File: config.mk
export PLATFORM = sky130hd
export DESIGN_NAME = booth_multiplier_module_flat
export DESIGN_NICKNAME = d
export VERILOG_FILES = /design/src/rtl/booth_multiplier_module_if.sv /design/src/rtl/booth_multiplier_module.sv /design/src/flat_wrapper.sv
export SDC_FILE = /design/constraint.sdc
export NUM_CORES = 1
export LEC_CHECK = 0
export ABC_AREA = 1
export BUFFER_PORTS_ARGS = -buffer_cell sky130_fd_sc_hd__buf_2
export CORE_ASPECT_RATIO = 0.8
export CORE_MARGIN = 1.5
export CORE_UTILIZATION = 61
export DETAILED_ROUTE_END_ITERATION = 16
export GPL_TIMING_DRIVEN = 1
export MAX_ROUTING_LAYER = met4
export PLACE_DENSITY_LB_ADDON = 0.08
export SLEW_MARGIN = 10
export SYNTH_ARGS = -nofsm -noshare
export SYNTH_HDL_FRONTEND = slang
export SYNTH_SLANG_ARGS = --single-unit
File: constraint.sdc
create_clock -name clk -period 6.6 [get_ports clk]
set_clock_uncertainty 0.15 [all_clocks]
set_input_delay 1.32 -clock clk [delete_from_list [all_inputs] [get_ports clk]]
set_output_delay 1.32 -clock clk [all_outputs]
set_load 0.02 [all_outputs]
File: src/rtl/booth_multiplier_module_if.sv
// Request/operand/result bundle for the radix-2 Booth multiplier.
// The master drives the request and operands; the slave returns the result and status.
interface booth_multiplier_module_if;
   localparam int unsigned OP_W   = 8;
   localparam int unsigned PROD_W = 16;

   logic              start_sig;
   logic [OP_W-1:0]   multiplicand;
   logic [OP_W-1:0]   multiplier;
   logic              done_sig;
   logic [PROD_W-1:0] product;
   logic              busy_sig;

   modport master (
      output start_sig, multiplicand, multiplier,
      input  done_sig, product, busy_sig
   );

   modport slave (
      input  start_sig, multiplicand, multiplier,
      output done_sig, product, busy_sig
   );
endinterface

File: src/rtl/booth_multiplier_module.sv
// Sequential 8x8 signed radix-2 Booth multiplier: one Booth step per cycle,
// followed by a one-cycle done pulse and a wait for the request to be released.
module booth_multiplier_module (
   input  logic                        clk,
   input  logic                        rst_n,
   booth_multiplier_module_if.slave    bus
);
   localparam int unsigned OP_W   = 8;
   localparam int unsigned EXT_W  = OP_W + 1;
   localparam int unsigned ACC_W  = 2 * EXT_W;
   localparam int unsigned PROD_W = 2 * OP_W;
   localparam int unsigned CNT_W  = 3;

   typedef enum logic [1:0] {
      IDLE     = 2'd0,
      CALC     = 2'd1,
      DONE     = 2'd2,
      WAIT_REL = 2'd3
   } state_t;

   state_t              state_q, state_d;
   logic [EXT_W-1:0]    m_q, m_d;
   logic [ACC_W-1:0]    acc_q, acc_d;
   logic [CNT_W-1:0]    cnt_q, cnt_d;
   logic                done_q, done_d;
   logic                busy_q, busy_d;
   logic [PROD_W-1:0]   prod_q, prod_d;
   logic [EXT_W-1:0]    upper;
   logic [EXT_W-1:0]    sum;

   // State, datapath and registered outputs
   always_ff @(posedge clk or negedge rst_n) begin
      if (!rst_n) begin
         state_q <= IDLE;
         m_q     <= '0;
         acc_q   <= '0;
         cnt_q   <= '0;
         done_q  <= 1'b0;
         busy_q  <= 1'b0;
         prod_q  <= '0;
      end else begin
         state_q <= state_d;
         m_q     <= m_d;
         acc_q   <= acc_d;
         cnt_q   <= cnt_d;
         done_q  <= done_d;
         busy_q  <= busy_d;
         prod_q  <= prod_d;
      end
   end

   // Next-state and datapath; the 9-bit upper field keeps -128 from overflowing
   always_comb begin
      state_d = state_q;
      m_d     = m_q;
      acc_d   = acc_q;
      cnt_d   = cnt_q;
      upper   = acc_q[ACC_W-1:OP_W+1];
      sum     = upper;

      case (state_q)
         IDLE: begin
            if (bus.start_sig) begin
               m_d     = {bus.multiplicand[OP_W-1], bus.multiplicand};
               acc_d   = {EXT_W'(0), bus.multiplier, 1'b0};
               cnt_d   = '0;
               state_d = CALC;
            end
         end
         CALC: begin
            case (acc_q[1:0])
               2'b01:   sum = upper + m_q;
               2'b10:   sum = upper - m_q;
               default: sum = upper;
            endcase
            acc_d = {sum[EXT_W-1], sum, acc_q[OP_W:1]};
            cnt_d = cnt_q + CNT_W'(1);
            if (cnt_q == CNT_W'(7)) begin
               state_d = DONE;
            end
         end
         DONE: begin
            state_d = WAIT_REL;
         end
         WAIT_REL: begin
            if (!bus.start_sig) begin
               state_d = IDLE;
            end
         end
         default: begin
            state_d = IDLE;
         end
      endcase

      // Result is captured once, on leaving DONE, and held until the next one
      done_d = (state_q == DONE);
      prod_d = (state_q == DONE) ? acc_q[PROD_W:1] : prod_q;
      busy_d = (state_d != IDLE);
   end

   assign bus.done_sig = done_q;
   assign bus.busy_sig = busy_q;
   assign bus.product  = prod_q;

endmodule

File: src/flat_wrapper.sv
// flat-port wrapper written by rule: the top's interface ports become plain ports
module booth_multiplier_module_flat 
  (clk, rst_n, bus_start_sig, bus_multiplicand, bus_multiplier, bus_done_sig, bus_product, bus_busy_sig);
  booth_multiplier_module_if bus_i ();
  input  logic clk;
  input  logic rst_n;
  input wire logic [$bits(bus_i.start_sig)-1:0] bus_start_sig;
  input wire logic [$bits(bus_i.multiplicand)-1:0] bus_multiplicand;
  input wire logic [$bits(bus_i.multiplier)-1:0] bus_multiplier;
  output wire logic [$bits(bus_i.done_sig)-1:0] bus_done_sig;
  output wire logic [$bits(bus_i.product)-1:0] bus_product;
  output wire logic [$bits(bus_i.busy_sig)-1:0] bus_busy_sig;
  assign bus_i.start_sig = bus_start_sig;
  assign bus_i.multiplicand = bus_multiplicand;
  assign bus_i.multiplier = bus_multiplier;
  assign bus_done_sig = bus_i.done_sig;
  assign bus_product = bus_i.product;
  assign bus_busy_sig = bus_i.busy_sig;
  booth_multiplier_module u_core (.clk(clk), .rst_n(rst_n), .bus(bus_i));
endmodule
==> run metrics, run 1 <==
Chip Width between 70 and 80 microns; Port Buffer Count 36; register bit total from synthesis 48; type of the worst setup path reg -> reg; Data required, critical path 6680 ps; status complete, no violations; global-route wire length before repair 7890 microns; Overall Global Routing Usage 24.1%; Hold-fix buffers, CTS 0; post-synthesis area per instance 8.24 sq um; slowest CP cell dfrtp_1; reg2reg path depth 15; detailed placer's ending HPWL 3710 microns; die footprint 0.00462 sq mm; Setup crit end kind register; Final ANT Viol Nets 0; Rel. slew slack between 30% and 40%; Layout Nets 379; 1st-pass router iterations 4; post-CTS resize count 0; hold_sp u_core.bus.product[4]; Worst Path Arrival approximately 2700 ps; # DRC 0; Ys Warns 0; grt ovf 0; Max Cap Viol 0; hold path endpoint u_core.bus.product[4]; n_diodes 0; routed vias/inst 5.27; clk slew on worst S/H paths 90 ps; synth top area cells dfrtp_1 47%, nand2_1 7.9%, inv_1 7.4%, o21ai_0 7.2%, a21oi_1 6.2%; Worst path max stage delay 400 ps; CTS buffer count 5; IO Pins 37; Fmax achieved 377 MHz; initial core utilization 65.4%; worst flop-to-flop path endpoint u_core.acc_q[15]; Final WS setup 3950 ps; Cell Rows 20; Post-CTS Setup Bufs 0; CTS H-tree lvls 2; r2r setup slk between 3000 and 4000 ps; Worst Setup Start Kind register; synthesized net count 344; Main synth FF type dfrtp_1; core area slightly below 0.004 sq mm; worst slew pin tran 999 ps; number of DRC markers in iteration 0 190; count of different cell masters after synthesis 30; Syn Std Cell Area 0.00257 sq mm; largest net degree at the start of global routing 49; final wirelength 5030 microns; Place WS about 3900 ps; register area share after synthesis 46.7%; number of global-route vias before repair 1780; Max FO, Critical Path 6; RSZ-0062 raised after global routing no; die height 61.1 microns; initial antenna violation count 0; Worst Hold Depth 2; Post-synth ARST share 100%; Setup-failing EPs final 0; post-synth top area share ~47%; hold crit path type reg -> reg; via count 2122; Root Buffer clkbuf_8; fraction of layout cells with a size suffix above 1 ~15%; clock latency on the worst-skew pair roughly 300 ps; cell taking the most area after synthesis dfrtp_1; Fin. Hold Viols 0; Area growth syn-to-layout 11.1%; EDFF count, synth 0; Max Slew Vio Count 0; Fillers 315; fin crit period around 2700 ps; TritonCTS clock tree built; Gate Count Post-Synth around 310; Max clock buf depth 2; GPL Wtd Cong 0.834; crit-path cells inv_1, ha_1, nand2_1, nor2_1, nor2_1, a21oi_1, xnor2_1, inv_1, ha_1, a21o_1, a21oi_1, nand2_1, nand2_1, nand3_1, a21oi_1; Tcrit/Tclk final 40.2%; drt wl/cell roughly 12 microns; R2R Path Start u_core.m_q[0]; clk sinks 48; Total Neg Setup Slack 0 ps
==> worst max-delay path: cells and delay by family, from the launching register on <==
family	cells	cell delay [ps]
and+or+nand+nor	6	490
buffers and inverters	2	190
DFF	1	400
adders and majority gates	2	530
AOI/OAI and AO/OA	4	670
xor gates and xnor gates	1	150
==> per-layer routing <==
layer / vias to the layer above / GRT usage (%) / share of wire, % / routed length (microns)
li1: 1086 / - / - / -
met1: 973 / 32.6 / 50 / 2520
met2: 58 / 37.0 / 44 / 2200
met3: 5 / 4.42 / 5.1 / 255
met4: 0 / 8.42 / 1.1 / 57
met5: - / - / 0 / 0
==> cell type report <==
class	count	area, sq um	share of cell area [%]
multi-input combinational	201	1120	39.1
clock inverter	1	8.76	0.306
inverter	55	206	7.22
tap	55	68.8	2.41
clock buffer	7	76.3	2.67
timing repair buffer	36	180	6.30
sequential	48	1200	42.0
==> layout by cell type (no fill, tap or decap), types with 2 or more instances in the layout <==
master	instances
buf_2	36
nor2_4	2
nand2_1	54
ha_1	12
nand3_1	16
a21oi_1	32
nor2_1	20
o21ai_0	37
o221ai_1	2
a22o_1	2
mux2_2	2
nand4_1	5
inv_2	4
inv_1	51
clkbuf_1	2
dfrtp_1	48
xor2_1	5
clkbuf_8	5
a22oi_1	2
==> synthesized netlist by cell type, drive strengths merged (5+ instances only) <==
| master | n |
|---|---|
| buf | 7 |
| nand4 | 5 |
| o21ai | 37 |
| nand3 | 17 |
| nand2 | 55 |
| dfrtp | 48 |
| inv | 55 |
| ha | 12 |
| a21oi | 32 |
| xor2 | 5 |
| nor2 | 22 |
==> metrics by stage <==
| step | utilization (%) | std cells | instance area (sq um) | hold WS, ps |
|---|---|---|---|---|
| after floorplan | - | 312 | 2570 | 297 |
| after global placement | 70.6 | 395 | 2770 | 310 |
| after detailed placement | 70.6 | 395 | 2770 | 320 |
| after CTS | 72.7 | 403 | 2860 | 340 |
| after global routing | 72.7 | 403 | 2860 | 365 |
| final | 72.7 | 403 | 2860 | 334 |
==> worst max-delay path by stage <==
stage                  start          endpoint  slack [ps]
6_report       u_core.m_q[0]  u_core.acc_q[15]        3950
5_1_grt        u_core.m_q[0]  u_core.acc_q[15]        3750
4_1_cts        u_core.m_q[0]  u_core.acc_q[15]        3950
3_5_place_dp   bus_start_sig  u_core.acc_q[10]        3930
3_3_place_gp   bus_start_sig   u_core.cnt_q[1]        3980
2_1_floorplan  u_core.m_q[0]  u_core.acc_q[15]        4280
==> registers in the layout, indices dropped and copies added (netlist names) <==
name / count
u_core.acc_q: 17
u_core.state_q: 2
u_core.bus.busy_sig: 1
u_core.cnt_q: 3
u_core.m_q: 8
u_core.bus.product: 16
u_core.bus.done_sig: 1
==> logic make-up (layout without fill, tap and decap cells) <==
| group | count (synthesis) | after routing | synth area share (%) |
|---|---|---|---|
| muxes | 2 | 2 | 0.876 |
| DFF | 48 | 48 | 46.7 |
| xor gates and xnor gates | 6 | 6 | 2.04 |
| buffers and inverters | 63 | 99 | 9.88 |
| and+or+nand+nor | 100 | 100 | 17.1 |
| adders and majority gates | 13 | 13 | 6.62 |
| AOI/OAI and AO/OA | 80 | 80 | 16.7 |
Power of run 1 is not shown: default switching activity piles up to over one toggle a cycle in this logic, so the estimate is an artifact.
==> run 2, diff against run 1 <==
- CORE_UTILIZATION: 61 -> 57
- clock period: 6.6 -> 2.5 ns (I/O delays scaled with it)
==> run metrics, run 2 (same netlist as run 1, synthesis figures left out) <==
1st-pass router iterations 5 (+1); hold_sp bus_multiplicand[6]; Root Buffer clkbuf_8; Area growth syn-to-layout 17.7%; largest net degree at the start of global routing 33 (-33%); # DRC 0 (unchanged); Layout Nets 385 (+1.6%); routed vias/inst 5.25 (-0.24%); detailed placer's ending HPWL 3690 microns (-0.53%); type of the worst setup path reg -> reg; Tcrit/Tclk final 94.4% (+54 points); Fillers 343 (+8.9%); clk sinks 48 (unchanged); grt ovf 0 (unchanged); Overall Global Routing Usage 24.3% (+0.19 points); die height 63.1 microns (+3.3%); clk slew on worst S/H paths 80 ps (about the same); die footprint 0.00493 sq mm (+6.7%); hold crit path type in -> reg; Max Cap Viol 0 (unchanged); CTS H-tree lvls 2 (unchanged); Max Slew Vio Count 0 (unchanged); number of global-route vias before repair 2019 (+13%); leading cell type in the layout, fill and taps excluded nand2_1; initial antenna violation count 0 (unchanged); fraction of layout cells with a size suffix above 1 20.9% (+6.0 points); Worst Setup Start Kind register; Fin. Hold Viols 0 (unchanged); Chip Width 78.1 microns (+3.3%); Data required, critical path 2580 ps (-4100 ps); max reg flops 17 (unchanged); Cell Rows 21 (+5.0%); fin crit period 2360 ps (-293 ps); worst hold slack 280 ps (-54.5 ps); Rel. slew slack 47.9% (+15 points); initial core utilization 60.4% (-5.0 points); CTS buffer count 5 (unchanged); CP startpoint u_core.m_q[0]; core area 0.00426 sq mm (+8.3%); drt wl/cell 13.1 microns (+4.7%); Fmax achieved 424 MHz (+12%); R2R Path Start u_core.m_q[0]; IO Pins 37 (unchanged); n_diodes 0 (unchanged); status complete, no violations; Max FO, Critical Path 5 (-1); Setup-failing EPs final 0 (unchanged); via count 2159 (+1.7%); fin util 71.1% (-1.7 points); Worst Path Arrival 2440 ps (-290 ps); GPL Wtd Cong 0.880 (+5.5%); Reg with most FFs u_core.acc_q; final wirelength 5370 microns (+6.8%); number of DRC markers in iteration 0 158 (-17%); Final ANT Viol Nets 0 (unchanged); TritonCTS clock tree built; Port Buffer Count 36 (unchanged); clock latency on the worst-skew pair 290 ps (about the same); global-route wire length before repair 9080 microns (+15%); Max clock buf depth 2 (unchanged); worst slew pin tran 781 ps (-218 ps); Setup crit end kind register; commonest non-fill, non-tap cells in the layout 54 x nand2_1, 49 x inv_1, 48 x dfrtp_1, 36 x buf_2, 35 x o21ai_0
==> run 2: cell count changes in the layout (fill, tap and decap cells not counted), moves of 2 or more <==
cell     delta
a21oi_2     +4
ha_4        +5
ha_1        -5
nor2_1      -3
o21ai_1     +2
inv_1       -2
o21ai_0     -2
inv_2       +2
nor2_2      +3
a21oi_1     -4
buf_4       +5
==> run 2: what timing repair did <==
item	CTS	global route
endpoints found under the setup margin	1	6
hold endpoints to repair	9	0
resized for setup	3	17
setup buffers	0	3
hold buffers	1	0
pin swaps	0	7
==> run 2: metal layers <==
layer / vias up / GRT usage, % / share of wire, %
met1: 995 / 33.2 / 48
li1: 1096 / - / -
met4: 0 / 7.37 / 0.75
met5: - / - / 0
met2: 64 / 37.4 / 46
met3: 4 / 4.35 / 5.2
==> run 2: layout make-up <==
class / instances / area [sq um] / share of cell area [%]
multi-input combinational: 201 / 1210 / 40.0
sequential: 48 / 1200 / 39.7
timing repair buffer: 42 / 228 / 7.53
inverter: 55 / 206 / 6.82
clock buffer: 6 / 72.6 / 2.40
tap: 57 / 71.3 / 2.36
clock inverter: 2 / 35.0 / 1.16
==> run 2: through the flow <==
step                      cell area, sq um  setup TNS (ps)  setup WS (ps)  cells
after floorplan                       2570               0            178    312
after global placement                2790               0           70.3    399
after detailed placement              2790               0           4.92    399
after CTS                             2920               0           33.5    408
after global routing                  3030            -187          -54.9    411
final                                 3030               0            140    411
==> run 2: path summary, 6_finish.rpt <==
kind / endpoint / slack [ps] / depth (start not counted)
worst max-delay path: u_core.acc_q[15] / 140 / 15
worst min-delay path: u_core.m_q[6] / 280 / 2
worst max register to register: u_core.acc_q[15] / 140 / 15
worst min register to register: u_core.bus.product[12] / 330 / 2
max in group asynchronous: u_core.bus.busy_sig / 1230 / 3
min in group asynchronous: u_core.bus.product[4] / 440 / 2
==> run 2: critical path, stage by stage, from the launching register on <==
cell and delay (ps):
dfrtp_1 410, inv_2 120, ha_4 140, nand2_1 70, nor2_2 150, nor2_2 60, a21oi_2 110, xnor2_1 120
inv_1 90, ha_4 260, a21o_1 190, a21oi_2 120, nand2_1 60, nand2_1 50, nand3_1 70, a21oi_2 110
Power of run 2 is left out for the same reason.
==> run 3, diff against run 2 <==
- ABC_AREA: 1 -> not set
- CORE_UTILIZATION: 57 -> 56
==> run metrics, run 3 <==
Chip Width 77.0 microns (-1.5%); Hold-fix buffers, CTS 0 (-1); post-synthesis xor/xnor area fraction 2.86% (+0.82 points); 1st-pass router iterations 4 (-1); Gate Count Post-Synth 257 (-18%); Syn Std Cell Area 0.00245 sq mm (-4.7%); top-count cell post-synth nand2_1; # DRC 0 (unchanged); worst slew pin tran 794 ps (+13.8 ps); clock latency on the worst-skew pair 300 ps (about the same); RSZ-0062 raised after global routing yes; grt ovf 0 (unchanged); initial core utilization 58.3% (-2.1 points); CTS H-tree lvls 2 (unchanged); Max FO, Critical Path 4 (-1); type of the worst setup path reg -> reg; die height 62.2 microns (-1.4%); GPL Wtd Cong 0.814 (-7.5%); Setup crit end kind register; Top Family by Delay on Critical Path simple AND/OR/NAND/NOR gates; Tcrit/Tclk final 105% (+11 points); IO Pins 37 (unchanged); Levels on crit path 12 (-3); Fmax achieved 380 MHz (-10%); Synth top cells by count 64 x nand2_1, 48 x dfrtp_1, 24 x o21ai_0, 12 x ha_1; crit path buf inv count 1 (-1); number of DRC markers in iteration 0 129 (-18%); EDFF count, synth 0 (unchanged); Port Buffer Count 36 (unchanged); final wirelength 5520 microns (+2.8%); post-synthesis compound-gate area fraction 15.1% (-1.6 points); Worst Path Arrival 2720 ps (+280 ps); Root Buffer clkbuf_8; slowest CP cell dfrtp_1; TritonCTS clock tree built; fin crit period 2630 ps (+275 ps); post-synthesis mux area share 5.62% (+4.7 points); max reg flops 17 (unchanged); Worst Setup Start Kind register; largest net degree at the start of global routing 38 (+15%); drt wl/cell 14.8 microns (+14%); Max Cap Viol 0 (unchanged); Layout Nets 347 (-9.9%); adder-cell share of the synthesized area 6.95% (+0.33 points); synthesized net count 289 (-16%); register bit total from synthesis 48 (unchanged); n_diodes 0 (unchanged); register area share after synthesis 49.0% (+2.3 points); Synth Area in Simple Gates 17.1% (-0.071 points); Post-Layout Inst Area 0.00305 sq mm (+0.95%); Overall Global Routing Usage 24.9% (+0.63 points); Worst path max stage delay 430 ps (+20 ps); Rel. slew slack 47.0% (-0.86 points); largest family of logic cells by synthesized area simple AND/OR/NAND/NOR gates; area of placed instances 0.00285 sq mm (+2.0%); via count 1995 (-7.6%); Register Area 0.00120 sq mm (unchanged); Max Slew Vio Count 0 (unchanged); core area 0.00420 sq mm (-1.2%); Multi-input gate area 0.00129 sq mm (+6.3%); cell taking the most area after synthesis dfrtp_1; Reg with most FFs u_core.acc_q; Setup-failing EPs final 4 (+4); global-route wire length before repair 9040 microns (-0.45%); Main synth FF type dfrtp_1; Data required, critical path 2580 ps (about the same); Area growth syn-to-layout 24.7%; Max clock buf depth 2 (unchanged); Cell Rows 21 (unchanged); failing checks negative setup slack; clk sinks 48 (unchanged); crit-path cells inv_2, ha_4, nor3b_4, nor2_2, xnor2_2, ha_1, o21a_1, o31a_1, o21ai_2, xnor2_1, or4_1, nand3_1; fraction of layout cells with a size suffix above 1 32.7% (+12 points); post-synth top area share 49.0% (+2.3 points); CTS buffer count 5 (unchanged); worst hold slack 131 ps (-149 ps); status complete, but fails checks; number of global-route vias before repair 1937 (-4.1%); Post-synth ARST share 100% (unchanged); clk slew on worst S/H paths 80 ps (about the same); Fillers 338 (-1.5%); die footprint 0.00478 sq mm (-2.9%); initial antenna violation count 0 (unchanged); count of different cell masters after synthesis 38 (+27%); commonest non-fill, non-tap cells in the layout 64 x nand2_1, 48 x dfrtp_1, 36 x buf_2, 27 x buf_4, 20 x o21ai_0; fin util 72.6% (+1.6 points); leading cell type in the layout, fill and taps excluded nand2_1; post-synthesis area per instance 9.53 sq um (+16%); detailed placer's ending HPWL 3570 microns (-3.5%); Ys Warns 0 (unchanged); Final ANT Viol Nets 0 (unchanged); Final WS setup -135 ps (-275 ps); routed vias/inst 5.36 (+2.1%); Fin. Hold Viols 0 (unchanged); hold crit path type in -> async; synth top area cells dfrtp_1 49%, nand2_1 9.8%, ha_1 6.1%, o21ai_0 4.9%, mux2i_1 2.9%; reg2reg path depth 12 (-3)
## run 3: cell types whose count changed in the layout (fill, tap and decap cells not counted), moves of 4 or more
cell and change:
inv_1 -43, nand3_1 -13, nand4_1 -5, a21oi_1 -22, nand2b_1 +4, nand2_1 +10
mux2i_1 +7, o21ai_0 -15, buf_4 +22, xor2_1 -5, xnor2_1 +6, nor2_1 -9
## run 3: final cells by class
type                    instances  area share [%]
well taps                      57            2.34
clock buffers                   6            2.38
inverters                       9            1.11
multi-input cells             188            42.2
flip-flops and latches         48            39.3
clock inverters                 1           0.164
repair buffers                 63            12.5
## run 3: final timing paths
| path | to | start | slack [ps] |
|---|---|---|---|
| setup reg to reg | u_core.acc_q[16] | u_core.m_q[0] | -130 |
| max in group asynchronous | u_core.m_q[0] | rst_n | 1460 |
| setup / recovery | u_core.acc_q[16] | u_core.m_q[0] | -130 |
| hold reg to reg | u_core.bus.product[14] | u_core.bus.product[14] | 320 |
| hold / removal | u_core.bus.product[12] | rst_n | 130 |
| min in group clk | u_core.m_q[0] | bus_multiplicand[0] | 250 |
## run 3: worst reg2reg max path, cell delays in order, from the launching register on
cell	delay, ps
dfrtp_1	430
inv_2	100
ha_4	150
nor3b_4	260
nor2_2	80
xnor2_2	140
ha_1	290
o21a_1	120
o31a_1	160
o21ai_2	70
xnor2_1	140
or4_1	400
nand3_1	90
## run 3: metrics by stage
stage / worst slack (ps) / std cells / setup TNS [ps]
2_1_floorplan: -40.7 / 257 / -40.7
3_3_place_gp: -61.0 / 361 / -125
3_5_place_dp: -188 / 361 / -444
4_1_cts: -126 / 369 / -210
5_1_grt: -265 / 372 / -743
6_report: -135 / 372 / -220
## run 3: cell families (layout without fill, tap and decap cells)
logic type / after synthesis / after routing
buffers and inverters: 21 / 79
AO/OA/AOI/OAI: 59 / 59
multiplexers: 13 / 13
AND/OR/NAND/NOR: 95 / 95
flip-flops: 48 / 48
adder cells (fa/ha/maj): 13 / 13
XOR/XNOR: 8 / 8
## run 3: metal layers
layer	track usage, %	up-vias	share of wire, %
met5	-	-	0
met4	9.03	0	1.5
met3	4.41	10	5.9
met2	37.7	60	46
met1	33.9	929	47
li1	-	996	-
## run 3: timing repair
action	4_1_cts	5_1_grt
pin swaps	10	10
setup endpoints to repair	6	6
buffers inserted	1	4
resized for setup	15	13
Power of run 3 is left out for the same reason.
